===== src/rtl/ndp_sim_pkt_gen.sv =====
// AXI4-Stream test packet source: fixed-length packets, NetFPGA tuser, indexed payload.
// Optional define NDP_SIM_PKT_GEN_THROTTLE_EN adds a one-cycle bubble after every non-last beat.
//
// state  | meaning
// IDLE   | waiting for start
// LOAD   | run parameters latched, first beat being prepared
// SEND   | presenting beats of the current packet
// GAP    | inter-frame idle cycles
// DONE   | one-cycle completion pulse
module ndp_sim_pkt_gen #(
  parameter int         C_M_AXIS_DATA_WIDTH  = 256,
  parameter int         C_M_AXIS_TUSER_WIDTH = 128,
  parameter logic [7:0] SRC_PORT             = 8'h01,
  parameter logic [7:0] DST_PORT             = 8'h04,
  parameter int         IFG_CYCLES           = 4
) (
  input  logic                              axis_aclk,
  input  logic                              axis_resetn,
  input  logic                              start,
  input  logic [15:0]                       pkt_count,
  input  logic [15:0]                       pkt_len,
  output logic                              busy,
  output logic                              done,
  output logic [31:0]                       sent_count,
  output logic [C_M_AXIS_DATA_WIDTH-1:0]    m_axis_tdata,
  output logic [C_M_AXIS_DATA_WIDTH/8-1:0]  m_axis_tkeep,
  output logic [C_M_AXIS_TUSER_WIDTH-1:0]   m_axis_tuser,
  output logic                              m_axis_tvalid,
  input  logic                              m_axis_tready,
  output logic                              m_axis_tlast
);

  localparam int KW  = C_M_AXIS_DATA_WIDTH / 8;
  localparam int REP = C_M_AXIS_DATA_WIDTH / 32;

`ifdef NDP_SIM_PKT_GEN_THROTTLE_EN
  localparam bit THROTTLE = 1'b1;
`else
  localparam bit THROTTLE = 1'b0;
`endif

  localparam logic [2:0] S_IDLE = 3'd0;
  localparam logic [2:0] S_LOAD = 3'd1;
  localparam logic [2:0] S_SEND = 3'd2;
  localparam logic [2:0] S_GAP  = 3'd3;
  localparam logic [2:0] S_DONE = 3'd4;

  logic [2:0]    state;
  logic [15:0]   count_q;
  logic [15:0]   len_q;
  logic [15:0]   pkt_idx;
  logic [15:0]   beat_idx;
  logic [15:0]   gap_cnt;
  logic [15:0]   beats;
  logic [15:0]   nxt_p;
  logic [15:0]   nxt_b;
  logic [4:0]    rem;
  logic [KW-1:0] last_keep;
  logic          hs;
  logic          pkt_end;
  logic          last_pkt;
  logic          load_en;

  function automatic logic [15:0] clamp_len(input logic [15:0] len);
    if (len < 16'd64)   return 16'd64;
    if (len > 16'd9600) return 16'd9600;
    return len;
  endfunction

  // len_q is clamped to 9600, so the +31 cannot overflow 16 bits
  assign beats     = (len_q + 16'd31) >> 5;
  assign rem       = len_q[4:0];
  assign last_keep = (rem == 5'd0) ? '1 : ((KW'(1) << rem) - KW'(1));
  assign hs        = m_axis_tvalid & m_axis_tready;
  assign pkt_end   = hs & m_axis_tlast;
  assign last_pkt  = (pkt_idx + 16'd1) == count_q;

  // Selects which beat (if any) gets registered onto the bus this cycle
  always_comb begin
    load_en = 1'b0;
    nxt_p   = pkt_idx;
    nxt_b   = beat_idx;
    case (state)
      S_LOAD: begin
        nxt_p   = '0;
        nxt_b   = '0;
        load_en = (count_q != 16'd0);
      end
      S_SEND: begin
        if (pkt_end) begin
          nxt_p   = pkt_idx + 16'd1;
          nxt_b   = '0;
          load_en = (IFG_CYCLES == 0) && !last_pkt;
        end else if (hs) begin
          nxt_b   = beat_idx + 16'd1;
          load_en = !THROTTLE;
        end else if (!m_axis_tvalid) begin
          load_en = 1'b1;
        end
      end
      S_GAP:   load_en = (gap_cnt == 16'd0);
      default: ;
    endcase
  end

  always_ff @(posedge axis_aclk or negedge axis_resetn) begin
    if (!axis_resetn) begin
      state         <= S_IDLE;
      busy          <= 1'b0;
      done          <= 1'b0;
      sent_count    <= '0;
      count_q       <= '0;
      len_q         <= '0;
      pkt_idx       <= '0;
      beat_idx      <= '0;
      gap_cnt       <= '0;
      m_axis_tvalid <= 1'b0;
      m_axis_tlast  <= 1'b0;
      m_axis_tdata  <= '0;
      m_axis_tkeep  <= '0;
      m_axis_tuser  <= '0;
    end else begin
      done     <= 1'b0;
      pkt_idx  <= nxt_p;
      beat_idx <= nxt_b;

      if (load_en) begin
        m_axis_tvalid <= 1'b1;
        m_axis_tdata  <= {REP{nxt_p, nxt_b}};
        m_axis_tkeep  <= (nxt_b == beats - 16'd1) ? last_keep : '1;
        m_axis_tlast  <= (nxt_b == beats - 16'd1);
      end else if (hs) begin
        m_axis_tvalid <= 1'b0;
        m_axis_tlast  <= 1'b0;
      end

      if (pkt_end) sent_count <= sent_count + 32'd1;

      case (state)
        S_IDLE: begin
          if (start) begin
            len_q   <= clamp_len(pkt_len);
            count_q <= pkt_count;
            busy    <= 1'b1;
            state   <= S_LOAD;
          end
        end
        S_LOAD: begin
          m_axis_tuser <= {{(C_M_AXIS_TUSER_WIDTH-32){1'b0}}, DST_PORT, SRC_PORT, len_q};
          if (count_q == 16'd0) begin
            state <= S_DONE;
            busy  <= 1'b0;
            done  <= 1'b1;
          end else begin
            state <= S_SEND;
          end
        end
        S_SEND: begin
          if (pkt_end) begin
            if (last_pkt) begin
              state <= S_DONE;
              busy  <= 1'b0;
              done  <= 1'b1;
            end else if (IFG_CYCLES != 0) begin
              state   <= S_GAP;
              gap_cnt <= 16'(IFG_CYCLES - 1);
            end
          end
        end
        S_GAP: begin
          if (gap_cnt == 16'd0) state <= S_SEND;
          else                  gap_cnt <= gap_cnt - 16'd1;
        end
        S_DONE:  state <= S_IDLE;
        default: state <= S_IDLE;
      endcase
    end
  end

endmodule


===== config.mk =====
export PLATFORM = sky130hd
export DESIGN_NAME = ndp_sim_pkt_gen
export DESIGN_NICKNAME = d
export VERILOG_FILES = /design/src/rtl/ndp_sim_pkt_gen.sv
export SDC_FILE = /design/constraint.sdc
export NUM_CORES = 1
export LEC_CHECK = 0
export BUFFER_PORTS_ARGS = -buffer_cell sky130_fd_sc_hd__buf_2
export CAP_MARGIN = 20
export CORE_AREA = 2 2 152 303
export DETAILED_ROUTE_END_ITERATION = 10
export DIE_AREA = 0 0 154 305
export PLACE_DENSITY_LB_ADDON = 0.25
export SLEW_MARGIN = 15
export SYNTH_ARGS = -nofsm -noshare
export SYNTH_HDL_FRONTEND = slang
export SYNTH_SLANG_ARGS = --single-unit
export TNS_END_PERCENT = 5

===== constraint.sdc =====
create_clock -name axis_aclk -period 5.5 [get_ports axis_aclk]
set_input_delay 0.55 -clock axis_aclk [delete_from_list [all_inputs] [get_ports axis_aclk]]
set_output_delay 0.55 -clock axis_aclk [all_outputs]
set_load 0.02 [all_outputs]

* Word level (Yosys, flattened, before mapping)
Index checks and enable logic that the tools add are counted.
Word-level totals: latch bits 0, memories kept 0, bits in writable memories 0, flip-flop bits (word level) 424, memory bits (read-only) 0
Cells by class: shift operators 1, add/subtract/negate cells 7, multiply operators 0, reduce and logical (&&, ||, !) cells 12, bitwise gates (word level) 2, order comparisons 2, mux-type cells 44, equal/unequal tests 12, div/mod/pow operators 0
Operators by type and width (number):
- $mux W16 | 10
- $pmux W16 S2 | 3
- $mux W32 | 2
- $add A16 B1 Y16 const B | 2
- $add A32 B1 Y32 const B | 1
- $eq A16 B16 Y1 | 2
- $logic_not A16 Y1 | 2
- $shl A1 B5 Y32 const A | 1
- $sub A32 B1 Y32 const B | 1
- $mux W1 | 20
- $add A16 B5 Y16 const B | 1
- $gt A16 B14 Y1 const B | 1
- $lt A16 B7 Y1 const B | 1
- $reduce_bool A16 Y1 | 1
- $sub A16 B1 Y16 const B | 1
- $mux W3 | 5
- $ne A2 B2 Y1 const B | 7
- $pmux W3 S4 | 1
- $sub A11 B1 Y12 const B | 1
- $eq A3 B2 Y1 const B | 2
- $pmux W1 S3 | 2
- $logic_not A5 Y1 | 1
- $reduce_and A5 Y1 | 1
- $reduce_and A4 Y1 | 1
- 8 further kinds | 10

* Depth between registers and ports, before layout
depth in word-level cells 9, gate-level depth with buffers 15

* Worst setup path after synthesis
No wires, ideal clock.
path type reg2reg, start register gap_cnt[0], end register m_axis_tkeep[14], data required time 5.369 ns, arrival time 3.431 ns, path slack 1.939 ns, setup time 0.131 ns, period minus slack after synthesis 3.561 ns, stages on the path, launching flop included 13, cells stage by stage dfrtp_1 -> inv_1 -> ha_1 -> or3b_1 -> or4_1 -> nor4_4 -> nand2_1 -> o31ai_4 -> nand4_1 -> or4_1 -> nor4_4 -> buf_6 -> a31oi_1
Between the ends: cells in the longest elaborated chain, start to end 2
Ends and longest elaborated chain:
- from (decl) | RTL line 53 | logic [15:0] gap_cnt;
- from (signal assigned) | RTL line 166 | gap_cnt <= 16'(IFG_CYCLES - 1);
- from (signal assigned) | RTL line 172 | else gap_cnt <= gap_cnt - 16'd1;
- $logic_not A16 Y1 | RTL line 101 | S_GAP: load_en = (gap_cnt == 16'd0);
- $pmux W1 S3 | RTL line 83 | case (state)
- to (signal assigned) | RTL line 130 | m_axis_tkeep <= (nxt_b == beats - 16'd1) ? last_keep : '1;
- to (decl) | RTL line 26 | output logic [C_M_AXIS_DATA_WIDTH/8-1:0] m_axis_tkeep,
No other way between the ends. A chain may end at the register's enable or synchronous reset.

* Worst setup path after layout
start register len_q[4], end register m_axis_tkeep[9]
Between the ends: cells in the longest elaborated chain, start to end 4
Ends and longest elaborated chain:
- from (decl) | RTL line 50 | logic [15:0] len_q;
- from (signal assigned) | RTL line 142 | len_q <= clamp_len(pkt_len);
- $add A16 B5 Y16 or $shl A1 B5 Y32 (tied branches) | RTL line 71, 73
- $sub A11 B1 Y12 or $sub A32 B1 Y32 (tied branches) | RTL line 130, 73
- $eq A16 B16 Y1 or $mux W32 (tied branches) | RTL line 130, 73
- $mux W32 (*) | RTL line 130
Every way passes the cells marked *; elsewhere a longest branch is shown, timed or not.

==> metrics.cfg <==
[status]
outcome=complete, no violations

[global_routing]
grt-ovfl-total=0
grt_max_degree=106
grt_pass1_vias=8892
antenna_found_initial=2
grtUsageTotal_pct=14.3
grt_pass1_wl_um=52700

[clock_network]
cts-root-buf=clkbuf_16
clk_pin_slew_ns=0.09
hold_buffers=0
worstSkewPairLatency_ns=0.46
numCtsBuffers=17
cts.sinks=200
ctsLongestPathBuffers=2
cts_tree=yes
post-cts-setup-buffers=0
cts-resized-gates=0
cts_htree_levels=4

[placement]
pre_cts_ws_ns=1.29
placed_cell_area_um2=13200
dp_hpwl_um=25300
globalplace.congestion=0.830
port_buffers=377

[drt]
vias_per_cell=4.71
dr.first_iter.drc_count=427
ant_nets=0
wire_per_inst_um=16.0
drc=0
via_count=10106
firstDrtPassIters=5
drt_wl_total_um=34400

[timing]
tightest_slew_ns=0.906
slew_viol_final=0
rsz0062_at_grt=false
clock_skew_ns=0.0176
final_hold_viol_count=0
layout_setup_ws_ns=1.23
period_needed_ns=4.27
max_freq_ghz=0.234
fin_tns_setup_ns=0
slew_headroom_pct=39.6
setup_viol=0
fin_crit_sh_pct=77.7

[final_layout]
antennaDiodeCount=0
drive_gt1_share_pct=29.2
multi_input_area_um2=5360
design_area_um2=13700
fillCellCount=4712
area_delta_synth_final_pct=7.02
seq_area_um2=5000
nNetsFinal=1616

[synthesis]
async_flop_share_pct=100
yosys_warnings=0
synth_common_cells=buf_4 (335), dfrtp_1 (200), nand2_1 (179)
synth-main-ff-cell=dfrtp_1
ys_ff_latch=200
synth.distinct_cells=74
synth_top_area_share_pct=39.1
synth.most_common_cell=buf_4
synth-compound-area-share_pct=12.3
synth_xor_xnor_area_share_pct=4.71
synth.avg_cell_area_um2=8.80
synth-edff-count=0
syn_inst=1456
synth_mux_area_share_pct=2.53
synth-adder-area-share_pct=0.586
yosys.area_share.simple_pct=18.4
synth_area_leaders=dfrtp_1 (39%), buf_4 (20%), nand2_1 (5.2%)
ys_seq_area_share_pct=39.1
synth_top_area_cell=dfrtp_1
synth_top_family_by_area=buffers and inverters
synth_area_um2=12800

[floorplan]
start_util_pct=28.6
num_io_pins=488
core_um2=44700
chipHeight_um=305
die-area_um2=47000
die_w_um=154
rows=110

[pwr]
power_leakage_nw=6.92
peakVddDrop_uv=217
p_per_area_nw_per_um2=341
fin_total_pwr_mw=4.68

[critical_path]
critPathSlowestCell=nor2_1
startpoint=len_q[4]
r2r-start=len_q[4]
cp_cell_sequence=nor2_1 -> nand2_1 -> xnor2_1 -> ha_1 -> nor4b_1 -> nand2_1 -> o22ai_1 -> xnor2_1 -> or4_1 -> nor4_4 -> buf_4 -> a31oi_1
crit_path_max_fanout=27
critical_path_class=register to register
startpoint_type=register
cp_data_required_time_ns=5.83
critPathArrivalTime_ns=4.60
max_stage_delay_ns=0.68
end_kind=register

[hold_path]
min_path_type=input port to asynchronous set/reset pin

[job]
maxCapViolCount=0

==> registers in the layout, indices dropped and copies added, names as in the netlist, 3 cells and up <==
signal        cells
m_axis_tdata     32
state             3
gap_cnt          16
beat_idx         16
pkt_idx          16
len_q            16
m_axis_tuser     17
m_axis_tkeep     32
sent_count       32
count_q          16
==> final timing paths <==
| path | depth (start not counted) | slack, ns | to |
|---|---|---|---|
| min reg2reg | 1 | 0.46 | sent_count[31] |
| max in group asynchronous | 2 | 4.25 | m_axis_tdata[250] |
| max reg2reg | 12 | 1.23 | m_axis_tkeep[9] |
| min in group axis_aclk | 3 | 0.29 | count_q[10] |
| min | 1 | 0.16 | sent_count[31] |
| max | 12 | 1.23 | m_axis_tkeep[9] |
==> per-stage QoR <==
step | hold slack, ns | std cells | util (%)
CTS | 0.189 | 2147 | 30.7
floorplan | 0.254 | 1565 | -
detailed placement | 0.455 | 2115 | 29.4
global placement | 0.448 | 2115 | 29.4
global route | 0.212 | 2147 | 30.7
finish | 0.159 | 2147 | 30.7
==> placed cells by master, fill, tap and decap left out, types with 4 or more instances in the layout <==
| cell type | Yosys | final |
|---|---|---|
| a31oi_1 | 20 | 20 |
| dfrtp_1 | 200 | 200 |
| buf_4 | 335 | 10 |
| nor4_1 | 15 | 15 |
| a21o_1 | 7 | 7 |
| a22o_1 | 8 | 8 |
| nor3_1 | 25 | 25 |
| o21ai_0 | 71 | 71 |
| nand4_1 | 27 | 27 |
| nor2_1 | 107 | 107 |
| buf_2 | 5 | 376 |
| a21oi_1 | 57 | 57 |
| or4_1 | 8 | 8 |
| a41oi_1 | 5 | 5 |
| and4_1 | 8 | 8 |
| clkbuf_16 | 0 | 17 |
| nand2_1 | 179 | 179 |
| o31ai_1 | 19 | 19 |
| conb_1 | 1 | 110 |
| nor2b_1 | 8 | 8 |
| o211ai_1 | 5 | 5 |
| nand2b_1 | 10 | 10 |
| xnor2_1 | 47 | 47 |
| inv_6 | 0 | 6 |
| xor2_1 | 14 | 14 |
| and3_1 | 19 | 19 |
| o41a_1 | 4 | 4 |
| nand3_1 | 38 | 38 |
| mux2_2 | 27 | 27 |
| inv_1 | 24 | 24 |
| and2_1 | 10 | 10 |
| ha_1 | 6 | 6 |
| or3_1 | 14 | 14 |
| o21a_1 | 4 | 4 |
| or2_2 | 6 | 6 |
| o22ai_1 | 6 | 6 |
==> per-layer routing <==
layer	part of all wire, %	track usage (%)	vias up
met5	0.079	0	-
met4	1.4	3.98	4
met3	6.5	2.94	26
met2	48	23.9	445
met1	44	18.8	4826
li1	-	-	4805
==> where the power goes <==
part | leakage (nW) | switching, mW | internal (mW)
registers | 2.53 | 0.219 | 1.61
clock network | 0.282 | 0.644 | 0.601
logic | 4.11 | 1.10 | 0.514
total | 6.92 | 1.96 | 2.72
==> area by class of cell <==
cell class / count / area share (%)
clock inverters: 15 / 0.986
clock buffers: 17 / 3.10
inverters: 24 / 0.657
repair buffers: 388 / 14.5
flip-flops and latches: 200 / 36.5
multi-input cells: 943 / 39.1
well taps: 560 / 5.11
==> cell families (layout without fill, tap and decap cells) <==
| group | count (synthesis) | in the layout |
|---|---|---|
| AO/OA/AOI/OAI | 245 | 245 |
| multiplexers | 29 | 29 |
| adder cells (fa/ha/maj) | 6 | 6 |
| XOR/XNOR | 64 | 64 |
| flip-flops | 200 | 200 |
| buffers and inverters | 422 | 444 |
| other | 1 | 110 |
| AND/OR/NAND/NOR | 489 | 489 |
==> critical path: cells and delay by family, from the launching register on <==
family                   cells  cell delay, ns
AO/OA/AOI/OAI                2            0.31
XOR/XNOR                     2            0.39
adder cells (fa/ha/maj)      1            0.32
buffers and inverters        1            0.33
flip-flops                   1            0.65
AND/OR/NAND/NOR              6            2.13
Power figures use the tool's default switching activity.
